==> src/rtl/fifo4x8_ctrl_if.sv <==
// Handshake and RAM bus bundle for the 4x8 FIFO controller.
// The slave side is the controller; the master side is the
// surrounding environment (producer, consumer and the 4x8 RAM).
interface fifo4x8_ctrl_if #(
  parameter int WIDTH = 8
);
  logic             push;
  logic [WIDTH-1:0] push_data;
  logic             push_ready;
  logic             pop;
  logic             pop_ready;
  logic [WIDTH-1:0] pop_data;
  logic             pop_valid;
  logic             full;
  logic             empty;
  logic [2:0]       count;
  logic [1:0]       ram_addr;
  logic             ram_r_w;
  logic [WIDTH-1:0] ram_wdata;
  logic [WIDTH-1:0] ram_rdata;

  modport slave (
    input  push, push_data, pop, ram_rdata,
    output push_ready, pop_ready, pop_data, pop_valid,
           full, empty, count, ram_addr, ram_r_w, ram_wdata
  );

  modport master (
    output push, push_data, pop, ram_rdata,
    input  push_ready, pop_ready, pop_data, pop_valid,
           full, empty, count, ram_addr, ram_r_w, ram_wdata
  );
endinterface

==> src/rtl/fifo4x8_ctrl.sv <==
// 4-entry x 8-bit FIFO controller backed by an external 4x8 RAM.
// One RAM access per operation: IDLE accepts a handshake, WR or RD
// performs the single RAM cycle, then control returns to IDLE.
module fifo4x8_ctrl #(
  parameter int WIDTH = 8
) (
  input  logic             clk,
  input  logic             clear,
  fifo4x8_ctrl_if.slave    bus
);

  typedef enum logic [1:0] {IDLE, WR, RD} state_t;

  state_t           state, state_nxt;
  logic [1:0]       wptr, rptr;
  logic [2:0]       count;
  logic [WIDTH-1:0] wdata_q;
  logic [WIDTH-1:0] rdata_q;
  logic             pop_valid_q;
  logic             is_full, is_empty;
  logic             push_rdy, pop_rdy;
  logic             push_acc, pop_acc;

  // Occupancy flags come from the counter alone; pointers can be equal
  // both when empty and when full.
  assign is_full  = (count == 3'd4);
  assign is_empty = (count == 3'd0);

  // State register; an asynchronous clear aborts any RAM access in flight.
  always_ff @(posedge clk or negedge clear) begin
    if (!clear) state <= IDLE;
    else        state <= state_nxt;
  end

  // Next state and handshake readiness; pop wins a simultaneous request.
  always_comb begin
    state_nxt = state;
    push_rdy  = 1'b0;
    pop_rdy   = 1'b0;
    push_acc  = 1'b0;
    pop_acc   = 1'b0;
    case (state)
      IDLE: begin
        pop_rdy  = ~is_empty;
        push_rdy = ~is_full & ~(bus.pop & ~is_empty);
        pop_acc  = bus.pop & pop_rdy;
        push_acc = bus.push & push_rdy;
        if (pop_acc)       state_nxt = RD;
        else if (push_acc) state_nxt = WR;
      end
      WR:      state_nxt = IDLE;
      RD:      state_nxt = IDLE;
      default: state_nxt = IDLE;
    endcase
  end

  // Pointers, count and data registers; updates land at the end of the
  // RAM cycle so an aborted access leaves them untouched.
  always_ff @(posedge clk or negedge clear) begin
    if (!clear) begin
      wptr        <= 2'd0;
      rptr        <= 2'd0;
      count       <= 3'd0;
      wdata_q     <= '0;
      rdata_q     <= '0;
      pop_valid_q <= 1'b0;
    end else begin
      pop_valid_q <= (state == RD);
      if (push_acc) wdata_q <= bus.push_data;
      if (state == WR) begin
        wptr  <= wptr + 2'd1;
        count <= count + 3'd1;
      end
      if (state == RD) begin
        rptr    <= rptr + 2'd1;
        count   <= count - 3'd1;
        rdata_q <= bus.ram_rdata;
      end
    end
  end

  // The write strobe is decoded straight from the state so it falls as
  // soon as clear resets the state register.
  assign bus.ram_r_w    = (state == WR);
  assign bus.ram_addr   = (state == WR) ? wptr : rptr;
  assign bus.ram_wdata  = wdata_q;
  assign bus.pop_data   = rdata_q;
  assign bus.pop_valid  = pop_valid_q;
  assign bus.push_ready = push_rdy;
  assign bus.pop_ready  = pop_rdy;
  assign bus.full       = is_full;
  assign bus.empty      = is_empty;
  assign bus.count      = count;

endmodule

==> src/flat_wrapper.sv <==
// flat-port wrapper written by rule: the top's interface ports become plain ports
module fifo4x8_ctrl_flat 
#(
  parameter int WIDTH = 8
)
  (clk, clear, bus_push, bus_push_data, bus_pop, bus_ram_rdata, bus_push_ready, bus_pop_ready, bus_pop_data, bus_pop_valid, bus_full, bus_empty, bus_count, bus_ram_addr, bus_ram_r_w, bus_ram_wdata);
  fifo4x8_ctrl_if #(.WIDTH(WIDTH)) bus_i ();
  input  logic clk;
  input  logic clear;
  input wire logic [$bits(bus_i.push)-1:0] bus_push;
  input wire logic [$bits(bus_i.push_data)-1:0] bus_push_data;
  input wire logic [$bits(bus_i.pop)-1:0] bus_pop;
  input wire logic [$bits(bus_i.ram_rdata)-1:0] bus_ram_rdata;
  output wire logic [$bits(bus_i.push_ready)-1:0] bus_push_ready;
  output wire logic [$bits(bus_i.pop_ready)-1:0] bus_pop_ready;
  output wire logic [$bits(bus_i.pop_data)-1:0] bus_pop_data;
  output wire logic [$bits(bus_i.pop_valid)-1:0] bus_pop_valid;
  output wire logic [$bits(bus_i.full)-1:0] bus_full;
  output wire logic [$bits(bus_i.empty)-1:0] bus_empty;
  output wire logic [$bits(bus_i.count)-1:0] bus_count;
  output wire logic [$bits(bus_i.ram_addr)-1:0] bus_ram_addr;
  output wire logic [$bits(bus_i.ram_r_w)-1:0] bus_ram_r_w;
  output wire logic [$bits(bus_i.ram_wdata)-1:0] bus_ram_wdata;
  assign bus_i.push = bus_push;
  assign bus_i.push_data = bus_push_data;
  assign bus_i.pop = bus_pop;
  assign bus_i.ram_rdata = bus_ram_rdata;
  assign bus_push_ready = bus_i.push_ready;
  assign bus_pop_ready = bus_i.pop_ready;
  assign bus_pop_data = bus_i.pop_data;
  assign bus_pop_valid = bus_i.pop_valid;
  assign bus_full = bus_i.full;
  assign bus_empty = bus_i.empty;
  assign bus_count = bus_i.count;
  assign bus_ram_addr = bus_i.ram_addr;
  assign bus_ram_r_w = bus_i.ram_r_w;
  assign bus_ram_wdata = bus_i.ram_wdata;
  fifo4x8_ctrl #(.WIDTH(WIDTH)) u_core (.clk(clk), .clear(clear), .bus(bus_i));
endmodule
==> config.mk <==
export PLATFORM = sky130hd
export DESIGN_NAME = fifo4x8_ctrl_flat
export DESIGN_NICKNAME = d
export VERILOG_FILES = /design/src/rtl/fifo4x8_ctrl_if.sv /design/src/rtl/fifo4x8_ctrl.sv /design/src/flat_wrapper.sv
export SDC_FILE = /design/constraint.sdc
export NUM_CORES = 1
export LEC_CHECK = 0
export CORE_MARGIN = 8
export CORE_UTILIZATION = 40
export DETAILED_ROUTE_END_ITERATION = 8
export GPL_ROUTABILITY_DRIVEN = 0
export GPL_TIMING_DRIVEN = 0
export PLACE_DENSITY_LB_ADDON = 0.1
export SYNTH_ARGS = -nofsm -noshare
export SYNTH_HDL_FRONTEND = slang
export SYNTH_SLANG_ARGS = --single-unit
==> constraint.sdc <==
create_clock -name clk -period 1.95 [get_ports clk]
set_clock_uncertainty 0.05 [all_clocks]
set_input_delay 0.4875 -clock clk [delete_from_list [all_inputs] [get_ports clk]]
set_output_delay 0.4875 -clock clk [all_outputs]
set_load 0.01 [all_outputs]
==> results of run 1 <==
-- sequential cells by signal, indices dropped and copies added, names as in the netlist --
signal	cells
u_core.bus.count	3
u_core.state	2
u_core.rptr	2
u_core.bus.pop_data	8
u_core.bus.pop_valid	1
u_core.bus.ram_wdata	8
u_core.wptr	2
-- worst max-delay path, cell delays in order, from the launching register on --
cell     delay (ns)
dfrtp_2        0.47
buf_6          0.13
or2_4          0.24
nor2_4         0.09
nor2b_1        0.06
buf_2          0.14
-- final cells by class --
class                   count  area [um2]  area share
multi-input cells          49         524       0.284
inverters                   4        17.5     0.00948
repair buffers             61         563       0.305
clock buffers               4        36.3      0.0196
flip-flops and latches     26         653       0.353
well taps                  31        38.8      0.0210
plain buffers               2        15.0     0.00812
-- per-layer routing --
layer  wire length, um  part of all wire  vias up
li1                  -                 -      406
met1              1150              0.41      420
met2              1400              0.50       33
met3               210             0.075        4
met4                34             0.012        0
met5                 0                 0        -
-- stage by stage --
| stage | power (mW) | util | setup WS (ns) | cells |
|---|---|---|---|---|
| 3_5_place_dp | 2.71 | 0.603 | -0.317 | 158 |
| 2_1_floorplan | 1.90 | - | 0.302 | 81 |
| 6_report | 3.23 | 0.670 | -0.0335 | 177 |
| 5_1_grt | 3.46 | 0.670 | -0.0900 | 177 |
| 3_3_place_gp | 2.65 | 0.603 | -0.306 | 158 |
| 4_1_cts | 3.18 | 0.658 | -0.189 | 175 |
-- power breakdown --
group / switching, mW / internal (mW)
sequential: 0.172 / 0.825
combinational: 0.773 / 1.19
clock: 0.153 / 0.114
total: 1.10 / 2.13
-- logic make-up (layout without fill, tap and decap cells) --
group,Yosys count,count (layout)
buffers and inverters,6,71
and+or+nand+nor,11,11
DFF,26,26
adders and majority gates,5,5
AOI/OAI and AO/OA,7,7
xor gates and xnor gates,7,7
muxes,19,19
-- synth_stat cells, drive strengths merged, types with 2 or more instances --
| master | count |
|---|---|
| nand2 | 3 |
| xnor2 | 2 |
| ha | 5 |
| inv | 4 |
| dfrtp | 26 |
| xor2 | 5 |
| mux2 | 18 |
| o21ai | 5 |
-- path summary, 6_finish.rpt --
check,start,end,slack [ns],cells past startpoint
max,u_core.bus.count[1],bus_pop_ready,-0.03,5
max in group asynchronous,clear,u_core.bus.count[0],0.40,1
min in group asynchronous,clear,u_core.wptr[1],0.71,1
min reg2reg,u_core.wptr[1],u_core.wptr[1],0.43,1
min,u_core.wptr[1],u_core.wptr[1],0.43,1
max reg2reg,u_core.state[1],u_core.bus.count[2],0.17,7
-- what timing repair did --
action	in CTS	in global routing
buffers inserted	13	2
resized for setup	34	8
setup endpoints to repair	9	7
pin swaps	2	5
==> impl_metrics.xml, run 1 <==
<?xml version="1.0" encoding="UTF-8"?>
<metrics>
  <group name="status">
    <metric name="run_status" unit="">complete, but fails checks</metric>
    <metric name="violated_checks" unit="">negative setup slack</metric>
  </group>
  <group name="clocking">
    <metric name="cts_hold_repair.buffers" unit="">0</metric>
    <metric name="cts.reportedPaths.clkPinSlew" unit="ns">0.14</metric>
    <metric name="tritoncts.num_buffers" unit="">3</metric>
    <metric name="cts_tree" unit="">done</metric>
    <metric name="cts-root-buf" unit="">clkbuf_4</metric>
    <metric name="cts_sinks" unit="">26</metric>
    <metric name="h_tree_lvls" unit="">1</metric>
    <metric name="clock_path_buffers" unit="">2</metric>
    <metric name="clkLatencyLatePin" unit="ns">0.31</metric>
  </group>
  <group name="global_routing">
    <metric name="gr-usage-met3" unit="">0.0395</metric>
    <metric name="combined_global_route_utilization_of_all_metal_layers" unit="">0.116</metric>
    <metric name="grt.met1_usage" unit="">0.136</metric>
    <metric name="grt_pass1_vias" unit="">965</metric>
    <metric name="grt_pass1_wl" unit="um">4720</metric>
    <metric name="grt-busiest-layer" unit="">met2</metric>
    <metric name="antenna_found_initial" unit="">0</metric>
    <metric name="overflow" unit="">0</metric>
    <metric name="grt_use_met2" unit="">0.196</metric>
    <metric name="grt_max_degree" unit="">27</metric>
  </group>
  <group name="cells_and_area">
    <metric name="layout.cell_area.non_filler" unit="mm2">0.00185</metric>
    <metric name="mostFrequentLayoutCells" unit="">36 x clkdlybuf4s50_1, 24 x dfrtp_1, 13 x buf_4, 10 x mux2_2, 8 x mux2_4</metric>
    <metric name="inserted_diodes" unit="">0</metric>
    <metric name="post_route_cells_drive_above_1_share" unit="">0.377</metric>
    <metric name="p_r_area_growth_vs_syn" unit="%">58.8</metric>
    <metric name="fillers" unit="">233</metric>
    <metric name="finalNetCount" unit="">172</metric>
    <metric name="layout.cells.most_common" unit="">clkdlybuf4s50_1</metric>
  </group>
  <group name="sta">
    <metric name="finalWorstPathRequiredPeriod" unit="ns">1.98</metric>
    <metric name="worstMarginPinSlew" unit="ns">1.13</metric>
    <metric name="fmaxAchievable" unit="MHz">504</metric>
    <metric name="hold_ws" unit="ns">0.434</metric>
    <metric name="final_hold_viol_count" unit="">0</metric>
    <metric name="setup_viol" unit="">2</metric>
    <metric name="setup_slack" unit="ns">-0.0335</metric>
    <metric name="timing.final.max_slew_violations" unit="">0</metric>
    <metric name="setup-tns-final" unit="ns">-0.0598</metric>
    <metric name="rsz0062_at_grt" unit="">yes</metric>
    <metric name="period_share" unit="">1.02</metric>
    <metric name="max-slew-margin-rel" unit="">0.243</metric>
  </group>
  <group name="detailed_routing">
    <metric name="detail_route.wirelength" unit="um">2790</metric>
    <metric name="viasPerCell" unit="">4.88</metric>
    <metric name="antenna_viol_nets_final" unit="">0</metric>
    <metric name="drt_first_iter_violations" unit="">19</metric>
    <metric name="drt_first_pass_iters" unit="">4</metric>
    <metric name="via_count" unit="">863</metric>
    <metric name="drc" unit="">0</metric>
    <metric name="wire_per_inst" unit="um">15.8</metric>
  </group>
  <group name="critical_path">
    <metric name="cp_data_required_time" unit="ns">1.41</metric>
    <metric name="setup.worst_path.end_class" unit="">output port</metric>
    <metric name="crit_arrival" unit="ns">1.45</metric>
    <metric name="path_class" unit="">flip-flop to output port</metric>
    <metric name="setup.worst_path.start_class" unit="">flip-flop</metric>
    <metric name="critPathMaxFanout" unit="">3</metric>
  </group>
  <group name="yosys">
    <metric name="synth_enable_flop_cells" unit="">0</metric>
    <metric name="synth.yosys.warnings" unit="">0</metric>
    <metric name="synth-seq-cells" unit="">26</metric>
    <metric name="seq_area_frac_synth" unit="">0.559</metric>
    <metric name="ys_async_sr_fraction" unit="">1.00</metric>
    <metric name="synth_simple_gate_area_frac" unit="">0.0677</metric>
    <metric name="yosys-top-cells-area" unit="">dfrtp_1 56%, mux2_4 10%, mux2_2 9.7%</metric>
    <metric name="area_fraction_in_compound_gates_after_synthesis" unit="">0.0323</metric>
    <metric name="synth_top_area_share" unit="">0.559</metric>
    <metric name="syn-num-nets" unit="">106</metric>
    <metric name="synth_flop_cell" unit="">dfrtp_1</metric>
    <metric name="synth_area_per_cell" unit="um2">14.4</metric>
    <metric name="adder_cell_share_of_the_synthesized_area" unit="">0.0538</metric>
    <metric name="netlist_area" unit="mm2">0.00116</metric>
    <metric name="yosysUniqueCellTypes" unit="">22</metric>
    <metric name="synth_xor_xnor_area_share" unit="">0.0527</metric>
    <metric name="dominant_combinational_cell_family_by_area_after_synthesis" unit="">multiplexers</metric>
    <metric name="netlist_instances" unit="">81</metric>
    <metric name="post_synth_mux_area_share" unit="">0.209</metric>
    <metric name="synth_top_cell_by_area" unit="">dfrtp_1</metric>
  </group>
  <group name="die">
    <metric name="design.portCount" unit="">47</metric>
    <metric name="start_util" unit="">0.422</metric>
    <metric name="dieWidth" unit="um">69.9</metric>
    <metric name="core_area" unit="mm2">0.00276</metric>
    <metric name="design.die.area" unit="mm2">0.00489</metric>
    <metric name="chipHeight" unit="um">69.9</metric>
    <metric name="total_number_of_placement_rows" unit="">19</metric>
  </group>
  <group name="hold_path">
    <metric name="hold_path.class" unit="">flip-flop to flip-flop</metric>
  </group>
  <group name="place">
    <metric name="portBuffers" unit="">46</metric>
    <metric name="hpwlAfterDp" unit="um">1950</metric>
    <metric name="dpl_cell_area" unit="mm2">0.00166</metric>
  </group>
  <group name="job">
    <metric name="drv_cap" unit="">0</metric>
  </group>
  <group name="power_and_ir_drop">
    <metric name="p_per_area" unit="mW/mm2">1750</metric>
    <metric name="p_leak" unit="nW">0.855</metric>
    <metric name="max_ir_drop_vdd" unit="mV">1.04</metric>
  </group>
</metrics>
(Power assumes the default switching activity.)
==> run 2: changes to the inputs <==
Settings changed: CORE_MARGIN 8 to 1, CORE_UTILIZATION 40 to 42, SETUP_SLACK_MARGIN set to 0.02.
==> run 2 against run 1 <==
Net effect: the flow still finishes with violations (negative setup slack); register-to-register slack about the same; sequential share of layout area increased by 0.96 points; non-clock buffer count decreased by 4; maximum frequency increased by 1.4%; sequential power decreased by 0.7%; critical path depth decreased by 1; clock-buffer cell count decreased by 1; critical path type unchanged; highest routed layer unchanged.
==> impl_metrics.xml, run 2 (same netlist as run 1, synthesis figures left out) <==
<?xml version="1.0" encoding="UTF-8"?>
<metrics>
  <group name="detailed_routing">
    <metric name="antenna_viol_nets_final" unit="">0</metric>
    <metric name="met1Wirelength" unit="um">1030</metric>
    <metric name="detail_route.wirelength" unit="um">2470</metric>
    <metric name="wire_per_inst" unit="um">14.5</metric>
    <metric name="met3RoutedLength" unit="um">180</metric>
    <metric name="drt_first_pass_iters" unit="">1</metric>
    <metric name="drt_first_iter_violations" unit="">0</metric>
    <metric name="via_count" unit="">830</metric>
    <metric name="met2_wire_length" unit="um">1230</metric>
    <metric name="viasPerCell" unit="">4.85</metric>
    <metric name="drc" unit="">0</metric>
    <metric name="highest-signal-layer" unit="">met4</metric>
  </group>
  <group name="place">
    <metric name="hpwlAfterDp" unit="um">1650</metric>
    <metric name="portBuffers" unit="">46</metric>
    <metric name="numPlacedInstances" unit="">157</metric>
  </group>
  <group name="cells_and_area">
    <metric name="p_r_area_growth_vs_syn" unit="%">54.6</metric>
    <metric name="layout.cells.most_common" unit="">clkdlybuf4s50_1</metric>
    <metric name="post_route_cells_drive_above_1_share" unit="">0.369</metric>
    <metric name="stdcell_count" unit="">171</metric>
    <metric name="finalNetCount" unit="">168</metric>
    <metric name="inserted_diodes" unit="">0</metric>
    <metric name="mostFrequentLayoutCells" unit="">35 x clkdlybuf4s50_1, 24 x dfrtp_1, 9 x mux2_4, 9 x mux2_2, 9 x buf_4</metric>
  </group>
  <group name="hold_path">
    <metric name="hold_path.class" unit="">flip-flop to flip-flop</metric>
    <metric name="worstHoldStart" unit="">u_core.wptr[0]</metric>
  </group>
  <group name="die">
    <metric name="core_area" unit="mm2">0.00254</metric>
    <metric name="total_number_of_placement_rows" unit="">18</metric>
    <metric name="design.portCount" unit="">47</metric>
    <metric name="dieWidth" unit="um">54.6</metric>
    <metric name="chipHeight" unit="um">54.6</metric>
    <metric name="start_util" unit="">0.457</metric>
    <metric name="design.die.area" unit="mm2">0.00298</metric>
  </group>
  <group name="global_routing">
    <metric name="grt_pass1_vias" unit="">840</metric>
    <metric name="grt_max_degree" unit="">27</metric>
    <metric name="combined_global_route_utilization_of_all_metal_layers" unit="">0.175</metric>
    <metric name="grt_pass1_wl" unit="um">3670</metric>
    <metric name="overflow" unit="">0</metric>
    <metric name="antenna_found_initial" unit="">0</metric>
  </group>
  <group name="sta">
    <metric name="max-slew-margin-rel" unit="">0.241</metric>
    <metric name="timing.final.max_slew_violations" unit="">0</metric>
    <metric name="period_share" unit="">1.00</metric>
    <metric name="finalWorstPathRequiredPeriod" unit="ns">1.96</metric>
    <metric name="rsz0062_at_grt" unit="">yes</metric>
    <metric name="final_hold_viol_count" unit="">0</metric>
    <metric name="fmaxAchievable" unit="MHz">511</metric>
    <metric name="setup_viol" unit="">1</metric>
    <metric name="worstMarginPinSlew" unit="ns">1.13</metric>
    <metric name="setup_slack" unit="ns">-0.00669</metric>
  </group>
  <group name="power_and_ir_drop">
    <metric name="post-layout-total-power" unit="mW">3.13</metric>
    <metric name="p_per_area" unit="mW/mm2">1740</metric>
    <metric name="p_leak" unit="nW">0.822</metric>
    <metric name="max_ir_drop_vdd" unit="mV">1.30</metric>
  </group>
  <group name="critical_path">
    <metric name="launching_element_of_the_worst_setup_path" unit="">u_core.state[0]</metric>
    <metric name="setup.worst_path.end_class" unit="">output port</metric>
    <metric name="setup.worst_path.start_class" unit="">flip-flop</metric>
    <metric name="critPathMaxFanout" unit="">4</metric>
    <metric name="path_class" unit="">flip-flop to output port</metric>
    <metric name="cp_data_required_time" unit="ns">1.41</metric>
    <metric name="crit_arrival" unit="ns">1.42</metric>
    <metric name="timing.rr.start" unit="">u_core.state[1]</metric>
  </group>
  <group name="status">
    <metric name="violated_checks" unit="">negative setup slack</metric>
    <metric name="run_status" unit="">complete, but fails checks</metric>
  </group>
  <group name="clocking">
    <metric name="cts_sinks" unit="">26</metric>
    <metric name="clkLatencyLatePin" unit="ns">0.31</metric>
    <metric name="clock_path_buffers" unit="">2</metric>
    <metric name="cts_hold_repair.buffers" unit="">0</metric>
    <metric name="tritoncts.num_buffers" unit="">3</metric>
    <metric name="cts-root-buf" unit="">clkbuf_4</metric>
    <metric name="cts.reportedPaths.clkPinSlew" unit="ns">0.11</metric>
    <metric name="cts_tree" unit="">done</metric>
    <metric name="h_tree_lvls" unit="">1</metric>
  </group>
  <group name="job">
    <metric name="drv_cap" unit="">0</metric>
  </group>
</metrics>
## run 2: what timing repair did
action                     in CTS  in global routing
pin swaps                       3                  2
gates resized for setup        40                 10
setup endpoints to repair       9                  7
setup buffers                  10                  1
## run 2: metal layers
| layer | GRT usage | vias to the layer above |
|---|---|---|
| met5 | 0 | - |
| met4 | 0.0812 | 0 |
| met3 | 0.0389 | 6 |
| met2 | 0.297 | 32 |
| met1 | 0.206 | 396 |
| li1 | - | 396 |
## run 2: path summary, 6_finish.rpt
path                       slack [ns]                       to  cells after the start
min in group asynchronous        0.72  u_core.bus.ram_wdata[2]                      1
hold / removal                   0.43           u_core.wptr[0]                      1
hold reg to reg                  0.43           u_core.wptr[0]                      1
max in group asynchronous        0.39      u_core.bus.count[0]                      1
setup / recovery               -0.007          bus_ram_addr[1]                      4
setup reg to reg                 0.17      u_core.bus.count[2]                      7
## run 2: stage by stage
stage / setup WS [ns] / hold WS (ns) / utilization / cell area, um2 / setup TNS, ns
2_1_floorplan: 0.302 / 0.142 / - / 1160 / 0
6_report: -0.00669 / 0.429 / 0.707 / 1800 / -0.00669
3_5_place_dp: -0.353 / 0.411 / 0.653 / 1660 / -0.646
3_3_place_gp: -0.326 / 0.406 / 0.653 / 1660 / -0.599
5_1_grt: -0.0605 / 0.453 / 0.707 / 1800 / -0.133
4_1_cts: -0.175 / 0.432 / 0.699 / 1780 / -0.175
## run 2: report_power, final
part           leakage [nW]  switching, mW  total (mW)  internal, mW
clock                0.0138          0.139       0.211        0.0720
sequential            0.307          0.165       0.990         0.825
combinational         0.501          0.757        1.93          1.17
total                 0.822           1.06        3.13          2.07
## run 2: area by class of cell
cell class | count | area, um2
multi-input combinational | 49 | 529
clock buffer | 3 | 22.5
inverter | 4 | 15.0
sequential | 26 | 653
timing repair buffer | 57 | 527
tap | 30 | 37.5
buffer | 2 | 15.0
fill | 176 | 746
## run 2: critical path, cell delays in order (launching register included)
cell and delay, ns:
dfrtp_1 0.42, buf_6 0.13, ha_4 0.16, mux2_4 0.30, buf_6 0.12
